File: config.mk
export PLATFORM = sky130hd
export DESIGN_NAME = alarms
export DESIGN_NICKNAME = d
export VERILOG_FILES = /design/src/rtl/alarms_pkg.sv /design/src/rtl/alarms_channel.sv /design/src/rtl/alarms.sv
export SDC_FILE = /design/constraint.sdc
export NUM_CORES = 1
export LEC_CHECK = 0
export ABC_CLOCK_PERIOD_IN_PS = 2200
export BUFFER_PORTS_ARGS = -buffer_cell sky130_fd_sc_hd__buf_2
export CORE_ASPECT_RATIO = 0.75
export CORE_MARGIN = 2
export CORE_UTILIZATION = 30
export CTS_BUF_LIST = sky130_fd_sc_hd__clkbuf_2
export DETAILED_ROUTE_END_ITERATION = 10
export PLACE_DENSITY = 0.49
export SKIP_CTS_REPAIR_TIMING = 1
export SLEW_MARGIN = 30
export SYNTH_ARGS = -nofsm -noshare
export SYNTH_HDL_FRONTEND = slang
export SYNTH_SLANG_ARGS = --single-unit
File: constraint.sdc
create_clock -name clk -period 2.2 [get_ports clk]
set_clock_uncertainty 0.2 [all_clocks]
set_input_delay 0.22 -clock clk [delete_from_list [all_inputs] [get_ports clk]]
set_output_delay 0.22 -clock clk [all_outputs]
set_load 0.02 [all_outputs]
File: src/rtl/alarms_pkg.sv
// Shared constants for the alarm block.
// Channel indices map onto the raw sensor vector.
package alarms_pkg;

   localparam int FIRE_IDX    = 2;
   localparam int BURGLAR_IDX = 1;
   localparam int RAIN_IDX    = 0;
   localparam int NUM_CH      = 3;
   localparam int DEB_DEFAULT = 2;
   localparam int CNT_W       = 4;

endpackage

File: src/rtl/alarms_channel.sv
// One alarm channel: 2-flop synchronizer,
// saturating debounce counter, sticky alarm latch.
module alarm_channel
   import alarms_pkg::*;
#(
   parameter int DEB_CYCLES = DEB_DEFAULT
) (
   input  logic clk,
   input  logic rst_n,
   input  logic sens_i,
   output logic alarm_o
);

   localparam logic [CNT_W-1:0] DEB_C = CNT_W'(DEB_CYCLES);
   localparam logic [CNT_W-1:0] ONE_C = CNT_W'(1);

   logic             sync1_q;
   logic             sync2_q;
   logic [CNT_W-1:0] cnt_q;
   logic [CNT_W-1:0] cnt_d;
   logic             alarm_q;
   logic             alarm_d;

   // Count qualified samples, saturate, latch alarm at threshold.
   always_comb begin
      cnt_d   = '0;
      alarm_d = alarm_q;
      if (sync2_q) begin
         if (cnt_q >= DEB_C) begin
            cnt_d = DEB_C;
         end else begin
            cnt_d = cnt_q + ONE_C;
         end
      end
      if (cnt_d == DEB_C) begin
         alarm_d = 1'b1;
      end
   end

   // Synchronizer, counter and latch registers with async clear.
   always_ff @(posedge clk or negedge rst_n) begin
      if (!rst_n) begin
         sync1_q <= 1'b0;
         sync2_q <= 1'b0;
         cnt_q   <= '0;
         alarm_q <= 1'b0;
      end else begin
         sync1_q <= sens_i;
         sync2_q <= sync1_q;
         cnt_q   <= cnt_d;
         alarm_q <= alarm_d;
      end
   end

   assign alarm_o = alarm_q;

endmodule

File: src/rtl/alarms.sv
// Three independent debounced, sticky alarm channels
// (fire, burglar, rain) fed from an async sensor vector.
module alarms
   import alarms_pkg::*;
#(
   parameter int DEB_CYCLES = DEB_DEFAULT
) (
   input  logic              clk,
   input  logic              reset,
   input  logic [NUM_CH-1:0] state,
   output logic              fire,
   output logic              burglar,
   output logic              rain
);

   logic [NUM_CH-1:0] alarm_vec;

   for (genvar g = 0; g < NUM_CH; g++) begin : g_ch
      alarm_channel #(
         .DEB_CYCLES(DEB_CYCLES)
      ) u_ch (
         .clk    (clk),
         .rst_n  (reset),
         .sens_i (state[g]),
         .alarm_o(alarm_vec[g])
      );
   end

   assign fire    = alarm_vec[FIRE_IDX];
   assign burglar = alarm_vec[BURGLAR_IDX];
   assign rain    = alarm_vec[RAIN_IDX];

endmodule

==> impl_metrics.csv <==
group,metric,value,unit
clock_tree,cts_buffers,3,
grt,grt_pass1_vias,419,
grt,overflow,0,
clock_tree,cts-root-buf,"clkbuf_2",
logic_synthesis,synth.distinct_cells,11,
routing,num_vias,451,
logic_synthesis,synth_seq_cells,21,
place,place_inst,100,
logic_synthesis,synth_cells,55,
floorplan,boundaryPins,8,
power,irDropWorstVdd,0.3153,mV
place,port_buffers,7,
layout,design_area,934.6,um2
floorplan,core.rowCount,16,
power,p_total,611.9,uW
power,leakage,0.4286,nW
clock_tree,cts_htree_levels,1,
sta,max_freq,0.5704,GHz
sta,period_share,79.69,%
logic_synthesis,avgSynthCellArea,14.26,um2
sta,rsz0062_at_grt,"false",
logic_synthesis,synth_top_family_by_area,"simple AND/OR/NAND/NOR gates",
routing,drc,0,
sta,finalHoldViolCount,0,
sta,setup_viol,0,
layout,area_delta_synth_final,19.14,%
sta,fin_tns_setup,0,ns
logic_synthesis,synth-simple-area-share,14.83,%
grt,grt_pass1_wl,1800,um
routing,wirelength,1034,um
power,p_switching,147.2,uW
clock_tree,clockBufferDepth,2,
floorplan,die_height,48.29,um
grt,antenna_found_initial,0,
power,p_seq_share,67.3,%
place,dp_hpwl,766.9,um
routing,wl_per_cell,9.574,um
layout,num_antenna_cells,0,
logic_synthesis,netlist_area,784.5,um2
grt,grt_max_degree,22,
layout,nets,84,
critical_path,worst-path-max-fanout,4,
power,power.internal,464.7,uW
critical_path,arrival,1.78,ns
critical_path,end_kind,"flop",
floorplan,die-area,0.003044,mm2
hold_path,hold_path.class,"input port to async pin",
logic_synthesis,synth_compound_area_share,5.263,%
logic_synthesis,synth.area.mux_share,0,%
routing,viasPerCell,4.176,
floorplan,start_util,30.86,%
logic_synthesis,synth_fa_ha_area_share,9.569,%
critical_path,critPathRequiredTime,2.22,ns
clock_tree,cts.sinks,21,
critical_path,r2r_start,"g_ch[2].u_ch.cnt_q[0]",
sta,slew_violations,0,
power,clockPowerShare,25.7,%
power,power.share.combinational,7.0,%
clock_tree,path_clk_slew,0.19,ns
routing,ant_nets,0,
clock_tree,clk_latency,0.31,ns
logic_synthesis,synth_xor_area_share,0,%
sta,hold-worst-slack,0.1462,ns
job,cap_violations,0,
critical_path,critPathLaunchType,"flop",
sta,period_needed,1.753,ns
power,p_sw_share,24.05,%
critical_path,cp-startpoint,"g_ch[2].u_ch.cnt_q[0]",
place,globalplace.congestion,0.7803,
layout,layout-drive-gt1-share,19.44,%
grt,grt_use_total,8.213,%
place,placed_cell_area,872.1,um2
layout,fill_cells,256,
floorplan,die_w,63.05,um
status,status,"finished, final reports clean",
clock_tree,cts_tree,"built",
routing,drtPass1Iterations,4,
power,power_density,654.7,mW/mm2
logic_synthesis,ys_seq_area_share,66.99,%
critical_path,crit_type,"flop to flop",
layout,layout.cells.non_filler,108,
floorplan,coreArea,0.002542,mm2
logic_synthesis,yosysWarnings,0,
routing,drt_iter0_drc,11,
## area by class of cell
cell class | instances | area (um2) | area share [%]
clock buffer | 3 | 15.01 | 1.606
clock inverter | 1 | 7.507 | 0.8032
inverter | 6 | 22.52 | 2.410
multi-input combinational | 30 | 244.0 | 26.10
sequential | 21 | 525.5 | 56.22
tap | 36 | 45.04 | 4.819
timing repair buffer | 11 | 75.07 | 8.032
## state kept, by name (all words and copies together) (netlist names)
register,count
g_ch.u_ch.sync1_q,3
g_ch.u_ch.cnt_q,12
g_ch.u_ch.sync2_q,3
g_ch.u_ch.alarm_o,3
## layer usage
layer | share of wire, % | global-route usage [%]
met5 | 0 | 0
met4 | 1.4 | 4.000
met3 | 2.6 | 4.157
met2 | 44 | 12.34
met1 | 52 | 10.10
## through the flow
step	utilization, %	setup WS [ns]
2_1_floorplan	-	0.5249
3_3_place_gp	34.30	0.4868
3_5_place_dp	34.30	0.4736
4_1_cts	35.19	0.4450
5_1_grt	36.76	0.3719
6_report	36.76	0.4468
## logic make-up after synthesis
| family | Yosys count |
|---|---|
| AO/OA/AOI/OAI | 6 |
| adder cells (fa/ha/maj) | 6 |
| buffers and inverters | 6 |
| flip-flops | 21 |
| other | 1 |
| AND/OR/NAND/NOR | 15 |
## synthesized netlist by cell type, drive strengths merged
master | instances | area (um2)
inv | 6 | 22.52
dfrtp | 21 | 525.5
conb | 1 | 3.750
ha | 6 | 75.07
and3 | 3 | 18.77
a211o | 3 | 26.28
a21oi | 3 | 15.01
nor4 | 3 | 18.77
nor4bb | 3 | 30.03
or4 | 3 | 33.78
nor3 | 3 | 15.01
## cells in the final DEF, fill, tap and decap left out
cell / netlist / final
clkbuf_2: 0 / 3
nor4_1: 3 / 3
a21oi_1: 3 / 3
inv_1: 6 / 6
nor3_1: 3 / 3
and3_1: 3 / 3
a211o_1: 3 / 3
dfrtp_1: 21 / 21
or4_4: 3 / 3
nor4bb_1: 3 / 3
ha_1: 6 / 6
conb_1: 1 / 3
dlygate4sd3_1: 0 / 4
clkinvlp_4: 0 / 1
buf_2: 0 / 7
## worst paths after layout
path | end | slack, ns | depth (start not counted)
setup / recovery | g_ch[2].u_ch.alarm_o | 0.45 | 4
hold / removal | g_ch[1].u_ch.alarm_o | 0.15 | 2
setup reg to reg | g_ch[2].u_ch.alarm_o | 0.45 | 4
hold reg to reg | g_ch[0].u_ch.sync2_q | 0.18 | 0
max in group asynchronous | g_ch[2].u_ch.alarm_o | 1.35 | 2
min in group clk | g_ch[0].u_ch.sync2_q | 0.18 | 0
## worst max-delay path, cell delays in order, from the launching register on
cell     delay (ns)
dfrtp_1        0.42
inv_1          0.06
ha_1           0.20
or4_4          0.49
a211o_1        0.30
## power groups by stage
stage	clock (mW)	sequential (mW)	combinational [mW]
6_report	0.157	0.412	0.0428
5_1_grt	0.189	0.415	0.0498
4_1_cts	0.169	0.412	0.0388
3_5_place_dp	0	0.419	0.0386
2_1_floorplan	0	0.417	0.0239
3_3_place_gp	0	0.419	0.0385
Note: power is estimated with default switching activity, not from simulation.
